## src/rtl/score_keeper.sv

```systemverilog
// Pong score keeper: serve/play/point/game-over sequencing with per-player scores.
// Optional macro AUTO_SERVE_EN: SERVE also auto-serves after SERVE_FRAMES frame ticks.
module score_keeper #(
  parameter int WIN_SCORE    = 9,
  parameter int POINT_FRAMES = 60,
  parameter int SERVE_FRAMES = 120
) (
  input  logic       clk_100MHz,
  input  logic       reset,
  input  logic       frame_tick,
  input  logic       start,
  input  logic       goal1,
  input  logic       goal2,
  output logic [3:0] player1_score,
  output logic [3:0] player2_score,
  output logic       ball_run,
  output logic       ball_reset,
  output logic       serve_dir,
  output logic       game_over,
  output logic       winner
);

  // One counter serves both the point hold-off and the optional auto-serve delay.
  localparam int MAX_FRAMES = (POINT_FRAMES > SERVE_FRAMES) ? POINT_FRAMES : SERVE_FRAMES;
  localparam int CNT_W      = $clog2(MAX_FRAMES + 1);
  localparam logic [3:0]       WIN        = 4'(WIN_SCORE);
  localparam logic [CNT_W-1:0] POINT_LAST = CNT_W'(POINT_FRAMES - 1);
`ifdef AUTO_SERVE_EN
  localparam logic [CNT_W-1:0] SERVE_LAST = CNT_W'(SERVE_FRAMES - 1);
`endif

  typedef enum logic [2:0] {IDLE, SERVE, PLAY, POINT, OVER} state_t;

  state_t           state, state_nxt;
  logic             start_q;
  logic             start_edge;
  logic [CNT_W-1:0] frame_cnt;
  logic             inc1, inc2, clr_scores;
  logic             pulse, dir_nxt, count_en, go;

  assign start_edge = start & ~start_q;

  always_comb begin
    state_nxt  = state;
    inc1       = 1'b0;
    inc2       = 1'b0;
    clr_scores = 1'b0;
    pulse      = 1'b0;
    dir_nxt    = serve_dir;
    count_en   = 1'b0;
    go         = 1'b0;
    case (state)
      IDLE: begin
        if (start_edge) begin
          pulse     = 1'b1;
          state_nxt = SERVE;
        end
      end
      SERVE: begin
`ifdef AUTO_SERVE_EN
        count_en = 1'b1;
        go       = start_edge | (frame_tick & (frame_cnt == SERVE_LAST));
`else
        go       = start_edge;
`endif
        if (go) state_nxt = PLAY;
      end
      PLAY: begin
        if (goal1 && goal2) begin
          pulse     = 1'b1;
          state_nxt = SERVE;
        end else if (goal1) begin
          inc1      = 1'b1;
          dir_nxt   = 1'b0;
          state_nxt = POINT;
        end else if (goal2) begin
          inc2      = 1'b1;
          dir_nxt   = 1'b1;
          state_nxt = POINT;
        end
      end
      POINT: begin
        count_en = 1'b1;
        if (frame_tick && frame_cnt == POINT_LAST) begin
          if (player1_score == WIN || player2_score == WIN) begin
            state_nxt = OVER;
          end else begin
            pulse     = 1'b1;
            state_nxt = SERVE;
          end
        end
      end
      OVER: begin
        if (start_edge) begin
          clr_scores = 1'b1;
          dir_nxt    = 1'b0;
          pulse      = 1'b1;
          state_nxt  = SERVE;
        end
      end
      default: state_nxt = IDLE;
    endcase
  end

  // Edge-detector history resets to 1 so a start held through reset is not an edge.
  always_ff @(posedge clk_100MHz or negedge reset) begin
    if (!reset) begin
      state         <= IDLE;
      start_q       <= 1'b1;
      ball_reset    <= 1'b0;
      serve_dir     <= 1'b0;
      player1_score <= '0;
      player2_score <= '0;
      frame_cnt     <= '0;
    end else begin
      state      <= state_nxt;
      start_q    <= start;
      ball_reset <= pulse;
      serve_dir  <= dir_nxt;
      if (clr_scores) begin
        player1_score <= '0;
        player2_score <= '0;
      end else begin
        if (inc1 && player1_score != WIN) player1_score <= player1_score + 4'd1;
        if (inc2 && player2_score != WIN) player2_score <= player2_score + 4'd1;
      end
      if (state_nxt != state)         frame_cnt <= '0;
      else if (count_en && frame_tick) frame_cnt <= frame_cnt + 1'b1;
    end
  end

  assign ball_run  = (state == PLAY);
  assign game_over = (state == OVER);
  assign winner    = game_over & (player2_score == WIN);

endmodule

```

## config.mk

```make
export PLATFORM = sky130hd
export DESIGN_NAME = score_keeper
export DESIGN_NICKNAME = d
export VERILOG_FILES = /design/src/rtl/score_keeper.sv
export SDC_FILE = /design/constraint.sdc
export NUM_CORES = 1
export LEC_CHECK = 0
export BUFFER_PORTS_ARGS = -buffer_cell sky130_fd_sc_hd__buf_2
export CORE_UTILIZATION = 35
export CTS_BUF_LIST = sky130_fd_sc_hd__clkbuf_8 sky130_fd_sc_hd__clkbuf_16
export DETAILED_ROUTE_END_ITERATION = 8
export HOLD_SLACK_MARGIN = 0.1
export PLACE_DENSITY_LB_ADDON = 0.08
export SLEW_MARGIN = 20
export SYNTH_ARGS = -nofsm -noshare
export SYNTH_HDL_FRONTEND = slang
export SYNTH_SLANG_ARGS = --single-unit
```

## constraint.sdc

```tcl
create_clock -name clk_100MHz -period 1.5 [get_ports clk_100MHz]
set_input_delay 0.15 -clock clk_100MHz [delete_from_list [all_inputs] [get_ports clk_100MHz]]
set_output_delay 0.15 -clock clk_100MHz [all_outputs]
set_load 0.01 [all_outputs]
```

==> out/results.ini, run 1 <==
[floorplanning]
num_rows = 21
start_util = 0.379
dieArea_mm2 = 0.00401
die_w_um = 63.3
die_h_um = 63.3
io-pin-count = 19
core_mm2 = 0.00347

[yosys]
synth_area_leaders = dfrtp_1 38%, nor3_2 6.1%, xnor2_1 5.3%, ha_1 4.8%, nor2_1 3.4%
synth_edf_count = 0
yosysMostFrequentCell = dfrtp_1
synthAdderAreaFrac = 0.0476
synth_xor_area_frac = 0.0799
ys_ff_latch = 21
synth_top_area_share = 0.381
synth_commonest_cells = 20 x dfrtp_1, 12 x nor2_1, 9 x nand2_1
avgSynthCellArea_um2 = 10.7
synth_cells = 123
synthArstFlopShare = 1.00
ys.flop_type = dfrtp_1
yosys_warnings = 0
syn_nets = 134
ys_types = 43
synth.cell_area_mm2 = 0.00132
synth-compound-area-share = 0.0904
yosysSeqAreaShare = 0.401
yosys-mux-area-fraction = 0.0247
yosys.area_share.simple = 0.305
synth_top_family_by_area = simple AND/OR/NAND/NOR gates
synth_area_leader_cell = dfrtp_1

[timing]
setup_viol_count_final = 18
finalCriticalPeriod_ns = 1.63
fmax_mhz = 614
holdWs_ns = 0.335
hold_viol = 0
rsz0062_at_grt = true
max-slew-margin-rel = 0.654
tightest_slew_ns = 0.519
layout_setup_ws_ns = -0.129
fin_crit_sh = 1.09
finClkSkew_ns = 0.000668
slew_violations = 0

[global_route]
grt_pass1_vias = 1133
grt_pass1_wl_mm = 5.22
antenna_found_initial = 0
grt_usage = 0.169
grt_max_degree = 22
grt_overflow_total = 0

[critical_path]
crit_type = reg2out
cp-start-kind = flop
worst_ep_required_time_ns = 1.35
endpoint_kind = output port
critPathMaxFanout = 4
worstPathArrival_ns = 1.48

[clock_network]
htreeDepth = 1
clock_latency_ns = 0.26
cts_buffers = 3
cts_sinks = 21
cts_tree = built
clk_pin_slew_ns = 0.08
clk_path_buf_depth = 2
root_buffer = clkbuf_8

[power_and_ir_drop]
power.leakage_nw = 0.848
p_total_w = 0.00284
power_density_mw_per_mm2 = 1470
vdd_ir_drop_max_mv = 0.837

[final_layout]
num-nets-final = 195
fill_cells = 317
insertedDiodeCount = 0
drive_above_1_share = 0.568
utilization = 0.556
design_area_mm2 = 0.00193
syn_to_final_growth_pct = 46.7

[detailed_routing]
ant_nets = 0
wirelength_mm = 3.13
vias_per_cell = 4.81
drt_iter0_drc = 45
wire_per_inst_um = 13.7
first_pass_iters = 4
drc = 0
num_vias = 1101

[placed_design]
place_hpwl_mm = 2.23
gp_congestion = 0.811
portBuffers = 18
pre_cts_ws_ns = -0.167
dpl_cell_area_mm2 = 0.00174

[outcome]
failed_checks = setup timing
status = finished with violations

[hold_path]
hold_path.class = in2reg

[flow_run]
drv_cap = 0

-- layout by cell type, fill, tap and decap left out, types with 3 or more instances in the layout --
master and n:
a21oi_1 4, buf_4 38, and3b_2 3, xor2_1 4, buf_2 17, nor3_2 7, dfrtp_1 17, buf_6 6
nand2_1 9, clkbuf_8 3, dfrtp_2 3, nor2_1 10, xnor2_1 8, nand3_1 3
-- metrics by stage --
stage | setup TNS, ns | cells
floorplan | -0.655 | 123
finish | -0.770 | 229
CTS | -1.06 | 226
detailed placement | -1.69 | 218
global route | -2.10 | 229
global placement | -1.50 | 218
-- sequential cells by signal (all words and copies together), names as in the netlist --
signal         cells
frame_cnt          7
player1_score      4
player2_score      4
state              3
ball_reset         1
serve_dir          1
start_q            1
-- power breakdown --
| part | internal (W) | switching [W] | leakage, nW |
|---|---|---|---|
| sequential | 0.000732 | 0.000144 | 0.266 |
| combinational | 0.000835 | 0.000737 | 0.556 |
| clock | 0.000186 | 0.000205 | 0.0255 |
-- final cells by class --
| type | count | area [µm²] | area share |
|---|---|---|---|
| multi-input combinational | 92 | 826 | 0.428 |
| sequential | 21 | 531 | 0.275 |
| timing repair buffer | 63 | 458 | 0.237 |
| tap | 46 | 57.6 | 0.0298 |
| clock buffer | 3 | 41.3 | 0.0214 |
| inverter | 3 | 11.3 | 0.00584 |
| clock inverter | 1 | 5.00 | 0.00259 |
-- per-layer routing --
metal  global-route usage  vias to the layer above  part of all wire  routed length, µm
met4               0.0511                        0            0.0067                 21
met3               0.0236                        2             0.023                 73
li1                     -                      555                 -                  -
met5                    0                        -                 0                  0
met1                0.220                      526              0.46               1420
met2                0.288                       18              0.51               1610
-- final timing paths --
kind | from | end | slack, ns | cells after the start
min in group asynchronous | reset | player1_score[1] | 0.38 | 2
min reg2reg | serve_dir | serve_dir | 0.58 | 2
max reg2reg | player1_score[0] | player1_score[1] | -0.10 | 6
max | player2_score[0] | winner | -0.13 | 5
max in group asynchronous | reset | player2_score[0] | 0.74 | 2
min | goal2 | state[1] | 0.33 | 3
-- worst max-delay path, stage by stage, from the launching register on --
cell and delay [ns]:
dfrtp_2 0.43, ha_4 0.16, and3b_2 0.25, buf_6 0.14, and2_4 0.13, buf_6 0.11
-- cells by family after synthesis --
| kind of cell | Yosys count |
|---|---|
| compound gates | 15 |
| xor+xnor | 12 |
| fa+ha+maj | 5 |
| buf+inv | 10 |
| flops | 21 |
| mux | 3 |
| simple gates | 57 |
-- repair_timing --
item	CTS	global route
pin swaps	6	15
endpoints found under the setup margin	20	20
endpoints found under the hold margin	21	0
hold buffers	2	0
setup buffers	3	3
gates resized for setup	15	11
No activity file was read; power rests on OpenSTA's default activity.
==> run 2: changes to the inputs <==
==> constraint.sdc (replaced) <==
create_clock -name clk_100MHz -period 1.78 [get_ports clk_100MHz]
set_input_delay 0.178 -clock clk_100MHz [delete_from_list [all_inputs] [get_ports clk_100MHz]]
set_output_delay 0.178 -clock clk_100MHz [all_outputs]
set_load 0.01 [all_outputs]
==> out/results.ini, run 2 (synthesis results as in run 1) <==
[detailed_routing]
wirelength_mm = 2.67
num_vias = 1006
drc = 0
drt_iter0_drc = 8
first_pass_iters = 4
vias_per_cell = 5.03
wire_per_inst_um = 13.3
ant_nets = 0

[final_layout]
final_cell_mix = 20 x dfrtp_1, 18 x buf_2, 14 x buf_4
multiInputGateArea_um2 = 741
top_regs = frame_cnt: 7 flops, player1_score: 4 flops, player2_score: 4 flops
num-nets-final = 166
seq_area_um2 = 527
final_common_cell = dfrtp_1
insertedDiodeCount = 0
drive_above_1_share = 0.377
syn_to_final_growth_pct = 21.5
fill_cells = 361
regMostFlops = frame_cnt
design_area_mm2 = 0.00160
largest_reg_flops = 7

[floorplanning]
die_h_um = 63.3
dieArea_mm2 = 0.00401
num_rows = 21
core_mm2 = 0.00347
io-pin-count = 19
die_w_um = 63.3
start_util = 0.379

[critical_path]
cp-start-kind = flop
worst_ep_required_time_ns = 1.96
critPathMaxFanout = 6
crit_type = reg2reg
worstPathArrival_ns = 1.88
endpoint_kind = flop

[placed_design]
gp_congestion = 0.750
dpl_cell_area_mm2 = 0.00148
place_hpwl_mm = 2.01
portBuffers = 18
pre_cts_ws_ns = 0.0470

[clock_network]
cts_buffers = 3
cts_sinks = 21
cts_tree = built
clk_path_buf_depth = 2
root_buffer = clkbuf_8
htreeDepth = 1
clk_pin_slew_ns = 0.08
clock_latency_ns = 0.26

[flow_run]
drv_cap = 0

[power_and_ir_drop]
p_switching_w = 0.000796
clkPwrFrac = 0.154
pwr-share-seq = 0.358
power_frac_comb = 0.489
power_density_mw_per_mm2 = 1280
power.internal_w = 0.00125
power.leakage_nw = 0.712
sw_frac_of_total = 0.389
p_total_w = 0.00205
vdd_ir_drop_max_mv = 0.381

[timing]
max-slew-margin-rel = 0.667
slew_violations = 0
hold_viol = 0
rsz0062_at_grt = true
finClkSkew_ns = 0.00525
setup_viol_count_final = 0
layout_setup_ws_ns = 0.0779
setup_tns_ns = 0
finalCriticalPeriod_ns = 1.70
fin_crit_sh = 0.956
tightest_slew_ns = 0.500
fmax_mhz = 587

[global_route]
grt_pass1_vias = 999
grt_usage = 0.145
grt_max_degree = 22
antenna_found_initial = 0
grt_pass1_wl_mm = 4.53
grt_overflow_total = 0

[hold_path]
hold_path.class = in2reg

[outcome]
status = complete, no violations

run 2: final timing paths:
kind | from | end | slack, ns | depth (start not counted)
setup reg to reg | player2_score[1] | frame_cnt[2] | 0.08 | 7
hold / removal | goal2 | player1_score[3] | 0.33 | 4
max in group asynchronous | reset | start_q | 1.00 | 2
min in group asynchronous | reset | player1_score[3] | 0.42 | 2
hold reg to reg | serve_dir | serve_dir | 0.55 | 2
setup / recovery | player2_score[1] | frame_cnt[2] | 0.08 | 7
run 2: worst max-delay path: stages (launching register included):
cell	delay, ns
dfrtp_1	0.39
inv_1	0.07
ha_1	0.18
and3b_2	0.27
o211ai_4	0.23
o221ai_4	0.14
buf_4	0.18
nor3_2	0.16
run 2: through the flow:
| stage | hold slack (ns) | util | instances |
|---|---|---|---|
| CTS | 0.317 | 0.446 | 196 |
| detailed placement | 0.177 | 0.427 | 190 |
| global placement | 0.170 | 0.427 | 190 |
| floorplan | -0.118 | - | 123 |
| global route | 0.358 | 0.461 | 200 |
| finish | 0.331 | 0.461 | 200 |
run 2: power by group through the flow:
stage / logic [W] / clock network (W) / registers (W)
2_1_floorplan: 0.000609 / 0 / 0.000784
4_1_cts: 0.000955 / 0.000326 / 0.000739
5_1_grt: 0.00111 / 0.000348 / 0.000757
6_report: 0.00100 / 0.000315 / 0.000733
3_3_place_gp: 0.000933 / 0 / 0.000741
3_5_place_dp: 0.000949 / 0 / 0.000751
run 2: what timing repair did:
item,CTS,global route
hold endpoints to repair,21,0
gates resized for setup,0,6
hold buffers,2,0
setup endpoints to repair,0,10
setup buffers,0,4
run 2: cell type report:
class,instances,area share
sequential,21,0.330
clock inverter,1,0.00313
timing repair buffer,34,0.135
tap,46,0.0360
clock buffer,3,0.0258
inverter,3,0.00705
multi-input combinational,92,0.464
run 2: metal layers:
metal,up-vias,wire length (µm),global-route usage
met3,2,84,0.0308
met2,17,1320,0.246
li1,496,-,-
met5,-,0,0
met4,0,17,0.0341
met1,491,1250,0.186
